--- config.mk ---
export PLATFORM = sky130hd
export DESIGN_NAME = id_ex_control_stage_flat
export DESIGN_NICKNAME = d
export VERILOG_FILES = /design/src/rtl/id_ex_control_stage_if.sv /design/src/rtl/id_ex_control_stage.sv /design/src/flat_wrapper.sv
export SDC_FILE = /design/constraint.sdc
export NUM_CORES = 1
export LEC_CHECK = 0
export CORE_ASPECT_RATIO = 1.1
export CORE_MARGIN = 1.5
export CORE_UTILIZATION = 39
export CTS_CLUSTER_DIAMETER = 120
export DETAILED_ROUTE_END_ITERATION = 12
export PLACE_DENSITY = 0.86
export SLEW_MARGIN = 5
export SYNTH_ARGS = -nofsm -noshare
export SYNTH_HDL_FRONTEND = slang
export SYNTH_SLANG_ARGS = --single-unit
--- constraint.sdc ---
create_clock -name clk -period 1.9 [get_ports clk]
set_input_delay 0.475 -clock clk [delete_from_list [all_inputs] [get_ports clk]]
set_output_delay 0.475 -clock clk [all_outputs]
set_load 0.02 [all_outputs]
--- src/rtl/id_ex_control_stage_if.sv ---
// ID/EX control-stage bundle: decoder control and register fields flowing in,
// registered EX control plus hazard throttling flowing back out.
interface id_ex_control_stage_if;
  logic        Branch;
  logic        MemRead;
  logic        MemtoReg;
  logic        MemWrite;
  logic        ALUSrc;
  logic        RegWrite;
  logic [1:0]  ALUOp;
  logic        id_valid;
  logic [4:0]  id_rs1;
  logic [4:0]  id_rs2;
  logic [4:0]  id_rd;
  logic        flush;

  logic        ex_Branch;
  logic        ex_MemRead;
  logic        ex_MemtoReg;
  logic        ex_MemWrite;
  logic        ex_ALUSrc;
  logic        ex_RegWrite;
  logic [1:0]  ex_ALUOp;
  logic        ex_valid;
  logic [4:0]  ex_rs1;
  logic [4:0]  ex_rs2;
  logic [4:0]  ex_rd;
  logic        stall;
  logic        PCWrite;
  logic        IF_ID_Write;
  logic [15:0] bubble_count;

  modport master (
    output Branch, MemRead, MemtoReg, MemWrite, ALUSrc, RegWrite, ALUOp,
    output id_valid, id_rs1, id_rs2, id_rd, flush,
    input  ex_Branch, ex_MemRead, ex_MemtoReg, ex_MemWrite, ex_ALUSrc, ex_RegWrite,
    input  ex_ALUOp, ex_valid, ex_rs1, ex_rs2, ex_rd,
    input  stall, PCWrite, IF_ID_Write, bubble_count
  );

  modport slave (
    input  Branch, MemRead, MemtoReg, MemWrite, ALUSrc, RegWrite, ALUOp,
    input  id_valid, id_rs1, id_rs2, id_rd, flush,
    output ex_Branch, ex_MemRead, ex_MemtoReg, ex_MemWrite, ex_ALUSrc, ex_RegWrite,
    output ex_ALUOp, ex_valid, ex_rs1, ex_rs2, ex_rd,
    output stall, PCWrite, IF_ID_Write, bubble_count
  );
endinterface

--- src/rtl/id_ex_control_stage.sv ---
// ID/EX control pipeline register with load-use hazard detection, bubble
// injection on stall or branch flush, and a saturating bubble counter.
module id_ex_control_stage (
  input logic                  clk,
  input logic                  reset,
  id_ex_control_stage_if.slave bus
);

  typedef struct packed {
    logic       branch;
    logic       memRead;
    logic       memtoReg;
    logic       memWrite;
    logic       aluSrc;
    logic       regWrite;
    logic [1:0] aluOp;
    logic       valid;
    logic [4:0] rs1;
    logic [4:0] rs2;
    logic [4:0] rd;
  } ex_slot_t;

  ex_slot_t    exSlot;
  ex_slot_t    idSlot;
  ex_slot_t    nextSlot;
  logic [15:0] bubbleCnt;
  logic        hazard;
  logic        stallInt;
  logic        bubble;

  assign idSlot = '{
    branch:   bus.Branch,
    memRead:  bus.MemRead,
    memtoReg: bus.MemtoReg,
    memWrite: bus.MemWrite,
    aluSrc:   bus.ALUSrc,
    regWrite: bus.RegWrite,
    aluOp:    bus.ALUOp,
    valid:    bus.id_valid,
    rs1:      bus.id_rs1,
    rs2:      bus.id_rs2,
    rd:       bus.id_rd
  };

  // Both source fields are compared unconditionally; stalls on formats without
  // rs2 are intentionally conservative.
  assign hazard = exSlot.valid & exSlot.memRead & (exSlot.rd != 5'd0) & bus.id_valid &
                  ((exSlot.rd == bus.id_rs1) | (exSlot.rd == bus.id_rs2));

  assign stallInt = hazard & ~bus.flush;
  assign bubble   = bus.flush | stallInt;

  always_comb begin
    nextSlot = idSlot;
    if (bubble) begin
      nextSlot = '0;
    end
  end

  always_ff @(posedge clk or negedge reset) begin
    if (!reset) begin
      exSlot    <= '0;
      bubbleCnt <= 16'd0;
    end else begin
      exSlot <= nextSlot;
      if (bubble && (bubbleCnt != 16'hFFFF)) begin
        bubbleCnt <= bubbleCnt + 16'd1;
      end
    end
  end

  assign bus.ex_Branch    = exSlot.branch;
  assign bus.ex_MemRead   = exSlot.memRead;
  assign bus.ex_MemtoReg  = exSlot.memtoReg;
  assign bus.ex_MemWrite  = exSlot.memWrite;
  assign bus.ex_ALUSrc    = exSlot.aluSrc;
  assign bus.ex_RegWrite  = exSlot.regWrite;
  assign bus.ex_ALUOp     = exSlot.aluOp;
  assign bus.ex_valid     = exSlot.valid;
  assign bus.ex_rs1       = exSlot.rs1;
  assign bus.ex_rs2       = exSlot.rs2;
  assign bus.ex_rd        = exSlot.rd;
  assign bus.stall        = stallInt;
  assign bus.PCWrite      = ~stallInt;
  assign bus.IF_ID_Write  = ~stallInt;
  assign bus.bubble_count = bubbleCnt;

endmodule

--- src/flat_wrapper.sv ---
// flat-port wrapper written by rule: the top's interface ports become plain ports
module id_ex_control_stage_flat 
  (clk, reset, bus_Branch, bus_MemRead, bus_MemtoReg, bus_MemWrite, bus_ALUSrc, bus_RegWrite, bus_ALUOp, bus_id_valid, bus_id_rs1, bus_id_rs2, bus_id_rd, bus_flush, bus_ex_Branch, bus_ex_MemRead, bus_ex_MemtoReg, bus_ex_MemWrite, bus_ex_ALUSrc, bus_ex_RegWrite, bus_ex_ALUOp, bus_ex_valid, bus_ex_rs1, bus_ex_rs2, bus_ex_rd, bus_stall, bus_PCWrite, bus_IF_ID_Write, bus_bubble_count);
  id_ex_control_stage_if bus_i ();
  input logic clk;
  input logic reset;
  input wire logic [$bits(bus_i.Branch)-1:0] bus_Branch;
  input wire logic [$bits(bus_i.MemRead)-1:0] bus_MemRead;
  input wire logic [$bits(bus_i.MemtoReg)-1:0] bus_MemtoReg;
  input wire logic [$bits(bus_i.MemWrite)-1:0] bus_MemWrite;
  input wire logic [$bits(bus_i.ALUSrc)-1:0] bus_ALUSrc;
  input wire logic [$bits(bus_i.RegWrite)-1:0] bus_RegWrite;
  input wire logic [$bits(bus_i.ALUOp)-1:0] bus_ALUOp;
  input wire logic [$bits(bus_i.id_valid)-1:0] bus_id_valid;
  input wire logic [$bits(bus_i.id_rs1)-1:0] bus_id_rs1;
  input wire logic [$bits(bus_i.id_rs2)-1:0] bus_id_rs2;
  input wire logic [$bits(bus_i.id_rd)-1:0] bus_id_rd;
  input wire logic [$bits(bus_i.flush)-1:0] bus_flush;
  output wire logic [$bits(bus_i.ex_Branch)-1:0] bus_ex_Branch;
  output wire logic [$bits(bus_i.ex_MemRead)-1:0] bus_ex_MemRead;
  output wire logic [$bits(bus_i.ex_MemtoReg)-1:0] bus_ex_MemtoReg;
  output wire logic [$bits(bus_i.ex_MemWrite)-1:0] bus_ex_MemWrite;
  output wire logic [$bits(bus_i.ex_ALUSrc)-1:0] bus_ex_ALUSrc;
  output wire logic [$bits(bus_i.ex_RegWrite)-1:0] bus_ex_RegWrite;
  output wire logic [$bits(bus_i.ex_ALUOp)-1:0] bus_ex_ALUOp;
  output wire logic [$bits(bus_i.ex_valid)-1:0] bus_ex_valid;
  output wire logic [$bits(bus_i.ex_rs1)-1:0] bus_ex_rs1;
  output wire logic [$bits(bus_i.ex_rs2)-1:0] bus_ex_rs2;
  output wire logic [$bits(bus_i.ex_rd)-1:0] bus_ex_rd;
  output wire logic [$bits(bus_i.stall)-1:0] bus_stall;
  output wire logic [$bits(bus_i.PCWrite)-1:0] bus_PCWrite;
  output wire logic [$bits(bus_i.IF_ID_Write)-1:0] bus_IF_ID_Write;
  output wire logic [$bits(bus_i.bubble_count)-1:0] bus_bubble_count;
  assign bus_i.Branch = bus_Branch;
  assign bus_i.MemRead = bus_MemRead;
  assign bus_i.MemtoReg = bus_MemtoReg;
  assign bus_i.MemWrite = bus_MemWrite;
  assign bus_i.ALUSrc = bus_ALUSrc;
  assign bus_i.RegWrite = bus_RegWrite;
  assign bus_i.ALUOp = bus_ALUOp;
  assign bus_i.id_valid = bus_id_valid;
  assign bus_i.id_rs1 = bus_id_rs1;
  assign bus_i.id_rs2 = bus_id_rs2;
  assign bus_i.id_rd = bus_id_rd;
  assign bus_i.flush = bus_flush;
  assign bus_ex_Branch = bus_i.ex_Branch;
  assign bus_ex_MemRead = bus_i.ex_MemRead;
  assign bus_ex_MemtoReg = bus_i.ex_MemtoReg;
  assign bus_ex_MemWrite = bus_i.ex_MemWrite;
  assign bus_ex_ALUSrc = bus_i.ex_ALUSrc;
  assign bus_ex_RegWrite = bus_i.ex_RegWrite;
  assign bus_ex_ALUOp = bus_i.ex_ALUOp;
  assign bus_ex_valid = bus_i.ex_valid;
  assign bus_ex_rs1 = bus_i.ex_rs1;
  assign bus_ex_rs2 = bus_i.ex_rs2;
  assign bus_ex_rd = bus_i.ex_rd;
  assign bus_stall = bus_i.stall;
  assign bus_PCWrite = bus_i.PCWrite;
  assign bus_IF_ID_Write = bus_i.IF_ID_Write;
  assign bus_bubble_count = bus_i.bubble_count;
  id_ex_control_stage u_core (.clk(clk), .reset(reset), .bus(bus_i));
endmodule
==> reports/results.ini <==
[status]
status = complete, but fails checks
failed_checks = setup timing

[sta]
slew_headroom = 0.666
tightest_slew_ns = 0.501
finalCritPeriodShare = 1.22
slew_viol_final = 0
whs_ns = 0.142
setup_viol = 27
fmax_mhz = 432
fin_crit_ns = 2.32
setup_ws_ns = -0.417
hold_violations = 0
final.setup_skew_ns = 0.00588
rsz0062_at_grt = yes

[run]
max_cap_violations = 0

[cts]
clock-sinks = 40
htreeDepth = 2
cts-root-buf = clkbuf_8
numCtsBuffers = 5
clk_transition_reported_paths_ns = 0.08
insertion_delay_ns = 0.29
cts_buffer_depth = 2
cts_tree = built

[route]
wl_per_cell_microns = 14.6
drc = 0
drtAntennaViolNets = 0
vias = 1382
wl_microns = 4280
viasPerCell = 4.73
firstDrtPassIters = 2
detail_route.iter0.violations = 47

[floorplanning]
initial_core_util = 0.409
die_y_microns = 73.8
die_x_microns = 67.4
die-area_sq_um = 4970
rows = 25
core_sq_um = 4350
ios = 70

[worst_setup_path]
cp_slowest_cell = dfrtp_2
arrival_ns = 1.84
worstPathRequired_ns = 1.42
critPathLaunchType = flop
end_kind = output pin
crit_family = simple AND/OR/NAND/NOR gates
cp_slowest_stage_delay_ns = 0.44
worstPathCellList = xor2_1 -> nor3_2 -> a22oi_2 -> or3_4 -> inv_2 -> buf_6
cp.depth = 6
cp_max_fo = 4
critPathBufInv = 2
crit_type = flop to output pin
r2r_slack_ns = -0.31
reg2reg_depth = 8

[global_route]
grt_max_degree = 22
grtUsageMet1 = 0.220
grt_use_total = 0.184
antenna_found_initial = 0
grt_use_met3 = 0.0490
grtUsageMet2 = 0.326
grt_busiest_layer = met2
gr-total-overflow = 0
grt_pass1_wl_microns = 6780
grt_pass1_vias = 1439

[layout]
mostFrequentLayoutCell = clkdlybuf4s50_1
layout_common_cells = 48 x clkdlybuf4s50_1, 36 x dfrtp_1, 27 x and2_1
fillers = 357
drive_gt1_frac = 0.265
seq_area_sq_um = 1010
syn_to_final_growth_pct = 63.4
nets = 265
multi_input_area_sq_um = 817
final_util = 0.668
antenna_cells = 0

[placement]
gp_congestion = 0.859
dpl.hpwl_microns = 3080
numPortBuffers = 69

[power]
p_sw_mw = 0.726
power_density_nw_per_um2 = 826
p_leak_nw = 1.37
swShare = 0.303
power_frac_clock = 0.240
seqPwrFrac = 0.437
peakVddDrop_mv = 0.662
comb_power_share = 0.322
power.internal_mw = 1.67

[yosys]
synth_cells = 144
synth_edf_count = 0
ys_types = 34
synth_nets = 172
yosysSeqAreaShare = 0.563
ys_ff_latch = 40
yosysWarnings = 0
synth_area_per_cell_sq_um = 12.3
ys.flop_type = dfrtp_1
netlist_area_sq_um = 1780
synth-async-reset-ratio = 1.00

[worst_hold_path]
worstHoldPathType = primary input to asynchronous set/reset pin

==> synthesized netlist by cell type (2+ instances only) <==
cell	n	area (sq um)
nand2_2	2	12.5
and2_1	28	175
o21ai_0	2	10.0
buf_6	2	22.5
nand2_1	3	11.3
dfrtp_1	40	1000
clkbuf_2	2	10.0
nand3_2	5	50.1
nor3_1	2	10.0
nand4_1	4	25.0
a21oi_1	3	15.0
and3_1	5	31.3
xor2_1	13	114
xnor2_1	9	78.8
nor2_1	3	11.3
and4_1	3	26.3
==> repair_timing <==
action	CTS	global route
setup buffers	6	2
hold buffers	0	0
pin swaps	12	9
endpoints found under the setup margin	43	48
resized for setup	45	15
gates cloned	1	0
==> worst register-to-register path, stage by stage, from the launching register on <==
cell and delay, ns:
dfrtp_2 0.44, xor2_1 0.19, nor3_2 0.23, a22oi_2 0.12, buf_4 0.14, buf_6 0.12
o21ba_4 0.25, nor4b_4 0.29, mux2_4 0.32
==> metal layers <==
layer  vias to the layer above  part of all wire
met3                         7             0.063
met4                         0             0.011
met1                       654              0.39
met2                        49              0.53
li1                        672                 -
met5                         -                 0
==> registers in the layout, indices dropped and copies added, names as in the netlist <==
signal and cells:
u_core.bus.ex_rs2 5, u_core.bus.ex_Branch 1, u_core.bus.ex_rd 5, u_core.bus.ex_MemtoReg 1
u_core.bus.ex_MemWrite 1, u_core.bus.ex_MemRead 1, u_core.bus.ex_ALUOp 2, u_core.bus.bubble_count 16
u_core.bus.ex_valid 1, u_core.bus.ex_rs1 5, u_core.bus.ex_RegWrite 1, u_core.bus.ex_ALUSrc 1
==> final timing paths <==
kind | start | end
setup / recovery | u_core.bus.ex_rd[2] | bus_stall
hold / removal | reset | u_core.bus.bubble_count[7]
setup reg to reg | u_core.bus.ex_rd[2] | u_core.bus.bubble_count[15]
hold reg to reg | u_core.bus.bubble_count[6] | u_core.bus.bubble_count[6]
max in group asynchronous | reset | u_core.bus.ex_rd[3]
min in group clk | u_core.bus.bubble_count[6] | u_core.bus.bubble_count[6]
==> cell type report <==
type                    count  area share
repair buffers             91       0.316
multi-input cells          98       0.281
clock buffers               8      0.0310
well taps                  54      0.0233
flip-flops and latches     40       0.347
inverters                   1     0.00129
==> logic make-up after synthesis <==
family,share of synthesized area
flops,0.563
fa+ha+maj,0.00704
buf+inv,0.0246
mux,0.0148
xor+xnor,0.108
compound gates,0.0451
simple gates,0.237
==> metrics by stage <==
step           TNS (ns)  cells  total power, mW  worst slack, ns  cell area (sq um)
2_1_floorplan    -0.257    144             1.38           -0.122               1800
3_3_place_gp     -19.46    280             1.76            -1.09               2650
3_5_place_dp     -19.36    280             1.78            -1.08               2650
4_1_cts          -13.39    293             2.38           -0.431               2860
5_1_grt           -7.39    292             2.51           -0.480               2900
6_report          -4.56    292             2.40           -0.417               2900
==> power by group through the flow <==
stage	Clock [mW]	Sequential, mW	Combinational, mW
finish	0.576	1.05	0.773
global route	0.620	1.06	0.830
CTS	0.597	1.05	0.741
detailed placement	0	1.06	0.720
global placement	0	1.06	0.708
floorplan	0	1.19	0.190
(Power assumes the default switching activity.)
